**src/rtl/flexbex_pkg.sv**
```systemverilog
// Shared types and sizes for the flexbex data-memory bridge.
// Optional feature (see flexbex_dmem_bridge): FLEXBEX_DMEM_ERR_EN.
package flexbex_pkg;

  typedef enum logic [1:0] {
    ST_IDLE = 2'd0,
    ST_WAIT = 2'd1,
    ST_RESP = 2'd2
  } state_e;

  localparam int unsigned DMEM_WORD_AW = 8;
  localparam int unsigned DMEM_BYTES   = 1024;
  localparam int unsigned WAIT_CW      = 2;

endpackage

```
**src/rtl/flexbex_wait_cnt.sv**
```systemverilog
// Loadable down-counter used to stretch the request-to-grant latency.
// Holds at zero; o_zero flags the grant cycle while the bridge waits.
module flexbex_wait_cnt
  import flexbex_pkg::*;
(
  input  logic               clk,
  input  logic               resetn,
  input  logic               i_load,
  input  logic [WAIT_CW-1:0] i_load_val,
  input  logic               i_dec,
  output logic               o_zero
);

  logic [WAIT_CW-1:0] r_cnt;

  always_ff @(posedge clk) begin
    if (!resetn) begin
      r_cnt <= '0;
    end else if (i_load) begin
      r_cnt <= i_load_val;
    end else if (i_dec && (r_cnt != '0)) begin
      r_cnt <= r_cnt - WAIT_CW'(1);
    end
  end

  assign o_zero = (r_cnt == '0);

endmodule

```
**src/rtl/flexbex_dmem_bridge.sv**
```systemverilog
// Bridges the ibex data port onto a 1 KB single-port SRAM with optional wait states.
// Define FLEXBEX_DMEM_ERR_EN to answer out-of-window accesses with an error response.
module flexbex_dmem_bridge
  import flexbex_pkg::*;
#(
  parameter logic [31:0] BASE_ADDR   = 32'h0000_0000,
  parameter int unsigned WAIT_STATES = 0
) (
  input  logic        clk,
  input  logic        resetn,
  input  logic        data_req_i,
  output logic        data_gnt_o,
  output logic        data_rvalid_o,
  output logic        data_err_o,
  input  logic        data_we_i,
  input  logic [3:0]  data_be_i,
  input  logic [31:0] data_addr_i,
  input  logic [31:0] data_wdata_i,
  output logic [31:0] data_rdata_o,
  output logic        sram_csb0_o,
  output logic        sram_web0_o,
  output logic [3:0]  sram_wmask0_o,
  output logic [7:0]  sram_addr0_o,
  output logic [31:0] sram_din0_o,
  input  logic [31:0] sram_dout0_i
);

  localparam logic               WS_ZERO = (WAIT_STATES == 0);
  localparam logic [WAIT_CW-1:0] WS_LOAD = (WAIT_STATES == 0) ? '0 : WAIT_CW'(WAIT_STATES - 1);

  state_e      r_state;
  logic        r_rvalid;
  logic        r_resp_we;
  logic        r_resp_err;

  logic [31:0] w_offset;
  logic        w_oor;
  logic        w_req_phase;
  logic        w_cnt_zero;
  logic        w_load;
  logic        w_dec;
  logic        w_gnt;

  assign w_offset = data_addr_i - BASE_ADDR;

`ifdef FLEXBEX_DMEM_ERR_EN
  // Unsigned wrap makes addresses below BASE_ADDR land out of range as well.
  assign w_oor = (w_offset >= 32'(DMEM_BYTES));
  logic w_unused_lo;
  assign w_unused_lo = ^w_offset[1:0];
`else
  assign w_oor = 1'b0;
  logic w_unused_bits;
  assign w_unused_bits = ^{w_offset[31:DMEM_WORD_AW+2], w_offset[1:0]};
`endif

  assign w_req_phase = (r_state == ST_IDLE) || (r_state == ST_RESP);
  assign w_load      = resetn && data_req_i && w_req_phase && !WS_ZERO;
  assign w_dec       = (r_state == ST_WAIT);

  // Grant is combinational so a zero-wait request is accepted in its own cycle.
  assign w_gnt = resetn && data_req_i &&
                 ((w_req_phase && WS_ZERO) || ((r_state == ST_WAIT) && w_cnt_zero));

  flexbex_wait_cnt u_wait_cnt (
    .clk        (clk),
    .resetn     (resetn),
    .i_load     (w_load),
    .i_load_val (WS_LOAD),
    .i_dec      (w_dec),
    .o_zero     (w_cnt_zero)
  );

  always_ff @(posedge clk) begin
    if (!resetn) begin
      r_state    <= ST_IDLE;
      r_rvalid   <= 1'b0;
      r_resp_we  <= 1'b0;
      r_resp_err <= 1'b0;
    end else begin
      r_rvalid <= w_gnt;
      if (w_gnt) begin
        r_resp_we  <= data_we_i;
        r_resp_err <= w_oor;
      end
      case (r_state)
        ST_IDLE, ST_RESP: begin
          if (!data_req_i)  r_state <= ST_IDLE;
          else if (WS_ZERO) r_state <= ST_RESP;
          else              r_state <= ST_WAIT;
        end
        ST_WAIT: begin
          if (!data_req_i)     r_state <= ST_IDLE;
          else if (w_cnt_zero) r_state <= ST_RESP;
          else                 r_state <= ST_WAIT;
        end
        default: r_state <= ST_IDLE;
      endcase
    end
  end

  assign data_gnt_o    = w_gnt;
  assign data_rvalid_o = r_rvalid;
  assign data_err_o    = r_rvalid & r_resp_err;
  assign data_rdata_o  = (r_rvalid && !r_resp_we && !r_resp_err) ? sram_dout0_i : '0;

  // SRAM is only selected in the grant cycle of an in-window access.
  assign sram_csb0_o   = ~(w_gnt & ~w_oor);
  assign sram_web0_o   = ~(w_gnt & data_we_i);
  assign sram_wmask0_o = w_gnt ? data_be_i : '0;
  assign sram_addr0_o  = w_offset[DMEM_WORD_AW+1:2];
  assign sram_din0_o   = w_gnt ? data_wdata_i : '0;

endmodule

```
**config.mk**
```make
export PLATFORM = sky130hd
export DESIGN_NAME = flexbex_dmem_bridge
export DESIGN_NICKNAME = d
export VERILOG_FILES = /design/src/rtl/flexbex_pkg.sv /design/src/rtl/flexbex_wait_cnt.sv /design/src/rtl/flexbex_dmem_bridge.sv
export SDC_FILE = /design/constraint.sdc
export NUM_CORES = 1
export LEC_CHECK = 0
export CORE_AREA = 2 2 71 73
export CTS_CLUSTER_DIAMETER = 60
export DETAILED_ROUTE_END_ITERATION = 8
export DIE_AREA = 0 0 73 75
export PLACE_DENSITY = 0.81
export SLEW_MARGIN = 20
export SYNTH_ARGS = -nofsm -noshare
export SYNTH_HDL_FRONTEND = slang
export SYNTH_SLANG_ARGS = --single-unit
```
**constraint.sdc**
```tcl
create_clock -name clk -period 1.7 [get_ports clk]
set_clock_uncertainty 0.15 [all_clocks]
set_input_delay 0.17 -clock clk [delete_from_list [all_inputs] [get_ports clk]]
set_output_delay 0.17 -clock clk [all_outputs]
set_load 0.02 [all_outputs]
```
After elaboration in Yosys (flattened, before gate mapping)

Cells that the tools add are included.

Bits in registers: 6
Bits of input ports: 104
Word-level logic and storage cells: 29

Add/subtract/negate cells: 1
Equal/unequal tests: 2
Mux-type cells: 7
Bitwise logic cells: 3
Reductions and logical operators: 12

Operators by type and width:

| cell                                              | count |
|---|---|
| 2-to-1 mux 32 bit                                 | 2 |
| 2-to-1 mux 2 bit                                  | 3 |
| logical AND 1 bit                                 | 5 |
| logical NOT 2 bit                                 | 2 |
| 2-to-1 mux 4 bit                                  | 1 |
| one-hot mux 2 bit (2 select lines)                | 1 |
| == test 2 x 1 -> 1 bit (second input constant)    | 1 |
| == test 2 bit (second input constant)             | 1 |
| logical OR 1 bit                                  | 2 |
| NOT 1 bit                                         | 2 |
| nonzero test 2 bit                                | 1 |
| OR reduction 2 bit                                | 1 |
| subtractor 2 x 1 -> 2 bit (second input constant) | 1 |
| AND 1 bit                                         | 1 |
| logical NOT 1 bit                                 | 1 |

Logic depth before layout (Yosys ltp)

Depth in word-level cells: 6
Gate-level depth with buffers: 8

By module

Synthesis repeated with hierarchy kept, for this count alone.

Cell total of the unflattened synthesis: 116
Area, all modules: 834.6 µm²

Modules (own cells, without submodules):

| module              | times used | cells each | area each (µm²) |
|---|---|---|---|
| flexbex_dmem_bridge | 1          | 102        | 711.9 |
| flexbex_wait_cnt    | 1          | 14         | 122.6 |

Least setup slack after synthesis

Ideal clock, no wire load.

Path kind: reg-to-output
Start point: register u_wait_cnt.r_cnt[0]
End point: output sram_din0_o[23]
Arrival: 1385 ps
Required time: 1380 ps
Path slack: -5 ps
Stages on the path, launching flop included: 8
Cells stage by stage: dfxtp_1 > inv_1 > ha_1 > nand2b_4 > a21o_4 > inv_2 > buf_2 > and2_1

Longest elaborated chain between the ends: 5

RTL lines:

| element                | RTL line                   | source |
|---|---|---|
| from (decl)            | flexbex_wait_cnt.sv:14     | `logic [WAIT_CW-1:0] r_cnt;` |
| from (signal assigned) | flexbex_wait_cnt.sv:20     | `r_cnt <= i_load_val;` |
| from (signal assigned) | flexbex_wait_cnt.sv:22     | `r_cnt <= r_cnt - WAIT_CW'(1);` |
| logical NOT 2 bit      | flexbex_wait_cnt.sv:26     | `assign o_zero = (r_cnt == '0);` |
| logical AND 1 bit      | flexbex_dmem_bridge.sv:63  | `((w_req_phase && WS_ZERO) \|\| ((r_state == ST_WAIT) && w_cnt_zero));` |
| logical OR 1 bit       | flexbex_dmem_bridge.sv:63  |  |
| logical AND 1 bit      | flexbex_dmem_bridge.sv:62  | `assign w_gnt = resetn && data_req_i &&` |
| net data_gnt_o         | flexbex_dmem_bridge.sv:12  | `output logic data_gnt_o,` |
| 2-to-1 mux 32 bit      | flexbex_dmem_bridge.sv:112 | `assign sram_din0_o = w_gnt ? data_wdata_i : '0;` |
| to (decl)              | flexbex_dmem_bridge.sv:24  | `output logic [31:0] sram_din0_o,` |

The timed path passes the listed nets, and every way through them passes these cells.

Final worst setup path

Start point: register u_wait_cnt.r_cnt[1]
End point: output sram_wmask0_o[2]

Longest elaborated chain between the ends: 5

RTL lines:

| element           | RTL line                   | source |
|---|---|---|
| logical NOT 2 bit | flexbex_wait_cnt.sv:26     |  |
| logical AND 1 bit | flexbex_dmem_bridge.sv:63  |  |
| logical OR 1 bit  | flexbex_dmem_bridge.sv:63  |  |
| logical AND 1 bit | flexbex_dmem_bridge.sv:62  |  |
| 2-to-1 mux 4 bit  | flexbex_dmem_bridge.sv:110 | `assign sram_wmask0_o = w_gnt ? data_be_i : '0;` |
| to (decl)         | flexbex_dmem_bridge.sv:22  | `output logic [3:0] sram_wmask0_o,` |

No other way between the ends.

==> qor.csv <==
metric;value;unit
maxCapViolations;0;
syn2layout_area_growth;215.0;%
clock_sinks;6;
wirelength;3984;microns
root_buffer;clkbuf_8;
fin_ws;-0.2164;ns
p_leak;1.247;nW
synth_top_cell_by_area;and2_1;
grt_first_pass_wirelength;5664;microns
synth_edf_count;0;
start_util;17.56;%
clk_latency;0.22;ns
yosysTopAreaCellShare;52.75;%
diodes;0;
crit_chain;inv_2 > ha_4 > nand2b_4 > a21o_4 > inv_8 > buf_12 > buf_16 > and2_4 > buf_6;
track_usage;13.50;%
first_pass_iters;3;
r2r_setup_slack;0.13;ns
drive_gt1_share;53.44;%
cts_tree;built;
clk_path_buf_depth;2;
r2r-end;u_wait_cnt.r_cnt[0];
power_density;362.0;nW/um^2
violations;setup timing;
routedWlPerCell;12.61;microns
reg2reg_depth;7;
rows;25;
synth_nets;218;
hp-class;input pin to output pin;
cp.arrival;1.60;ns
antenna_found_initial;0;
grt_max_degree;33;
core-area;4661;sq um
synthArstFlopShare;0;%
crit_start;u_wait_cnt.r_cnt[1];
crit_fanout;5;
endpoint;sram_wmask0_o[2];
dpl_cell_area;2295;sq um
netlist-cell-type-count;18;
synth_top_family_by_area;simple AND/OR/NAND/NOR gates;
timing.rr.start;u_wait_cnt.r_cnt[1];
num_io_pins;185;
path_clk_slew;0.04;ns
syn_inst;112;
synth_flop_cell;dfxtp_1;
synth_xor_area_share;1.070;%
htreeDepth;1;
yosys_warnings;0;
gr-total-overflow;0;
hold_viol;0;
status;finished, violations left;
finalNetCount;370;
synth.avg_cell_area;7.306;sq um
fin_tns_setup;-6.595;ns
place.gp.congestion;0.6911;
port_buffers;143;
dp_hpwl;2847;microns
synth_commonest_cells;and2_1, buf_4, dfxtp_1;
rsz0062_at_grt;true;
yosys.area_share.simple;59.33;%
synth_compound_area_share;3.058;%
viasPerCell;3.902;
fp.dieW;73;microns
synth.ff_latch_count;6;
die_area;5475;sq um
cts_buffers;3;
synthTopCellsByArea;and2_1, dfxtp_1, buf_4;
worstSetupPathType;register to output pin;
netlist_area;818.3;sq um
die_h;75;microns
cp_slowest_stage_delay;0.31;ns
vias;1233;
synth_fa_ha_area_share;3.058;%
drcViolationCount;0;
setup_viol;38;
final_max_slew_viol_count;0;
final.period_utilization;112.7;%
synthMuxAreaShare;1.223;%
cp_data_required_time;1.38;ns
startpoint_type;register;
timing.fmax;521.8;MHz
ant_nets;0;
cp_slowest_cell;dfxtp_2;
fin_area;2577;sq um
first_iter_violations;17;
power.total;0.9332;mW
critPathCaptureType;output pin;
fin_crit;1.916;ns
irDropWorstVdd;0.1475;mV
grt_pass1_vias;1194;
yosysMostFrequentCell;and2_1;
synth_seq_area_share;14.68;%
==> cells by family (layout without fill, tap and decap cells) <==
kind of cell | Yosys count | in the layout
mux | 1 | 1
simple gates | 77 | 77
buf+inv | 22 | 172
other cells | 1 | 1
flops | 6 | 6
xor+xnor | 1 | 1
compound gates | 2 | 2
fa+ha+maj | 2 | 2
==> registers in the layout, summed over array words and instances, names as in the netlist <==
register	flops
u_wait_cnt.r_cnt	2
data_rvalid_o	1
r_state	2
r_resp_we	1
==> stage by stage <==
| step | std cells | setup slack [ns] | utilization (%) | hold WS, ns |
|---|---|---|---|---|
| global placement | 301 | -0.5085 | 49.23 | 0.1901 |
| global route | 316 | -0.2826 | 55.30 | 0.1901 |
| floorplan | 112 | 0.01757 | - | 0.1417 |
| detailed placement | 301 | -0.5167 | 49.23 | 0.1901 |
| finish | 316 | -0.2164 | 55.30 | 0.1900 |
| CTS | 315 | -0.2283 | 57.50 | 0.1901 |
==> placed cells by master, fill, tap and decap left out, drive strengths merged <==
cell type / instances
clkdlybuf4s50: 72
o211a: 1
inv: 6
buf: 58
and2: 69
nand2b: 1
nor2b: 2
nand2: 4
ha: 2
dfxtp: 6
conb: 1
nor3b: 1
mux2i: 1
xnor2: 1
clkbuf: 36
a21o: 1
==> power by group <==
part,switching (mW),internal [mW]
Clock,0.0626,0.152
Combinational,0.208,0.362
Sequential,0.00216,0.146
==> cell type report <==
| type | count | area [sq um] |
|---|---|---|
| Sequential cell | 6 | 121.4 |
| Tap cell | 54 | 67.56 |
| Inverter | 6 | 30.03 |
| Multi-Input combinational cell | 84 | 665.6 |
| Clock buffer | 3 | 41.29 |
| Fill cell | 426 | 2083 |
| Timing Repair Buffer | 163 | 1652 |
==> critical path, delay by kind of cell (launching register included) <==
family                   cells  cell delay [ns]
AND/OR/NAND/NOR              2             0.19
adder cells (fa/ha/maj)      1             0.14
buffers and inverters        5             0.49
flip-flops                   1             0.31
AO/OA/AOI/OAI                1             0.23
==> metal layers <==
metal	wire, microns	GRT usage [%]	vias up	share of wire (%)
li1	-	-	624	-
met1	1407	14.71	520	35
met3	379	4.284	5	9.5
met2	2169	25.13	84	54
met4	27	3.704	0	0.68
met5	0	0	-	0
==> how the worst min path moves through the flow <==
stage,startpoint,slack (ns),cells after the start,endpoint
4_1_cts,data_addr_i[2],0.19,0,sram_addr0_o[0]
3_3_place_gp,data_addr_i[2],0.19,0,sram_addr0_o[0]
6_report,data_addr_i[2],0.19,0,sram_addr0_o[0]
3_5_place_dp,data_addr_i[2],0.19,0,sram_addr0_o[0]
2_1_floorplan,resetn,0.14,1,u_wait_cnt.r_cnt[0]
5_1_grt,data_addr_i[5],0.19,0,sram_addr0_o[3]
==> repair_timing <==
item | CTS | global route
gates resized for setup | 316 | 69
hold buffers | 0 | 0
setup buffers | 5 | 1
cloned | 6 | 1
hold endpoints to repair | 0 | 0
setup endpoints to repair | 71 | 71
pin swaps | 19 | 19
No activity file was read; power rests on OpenSTA's default activity.
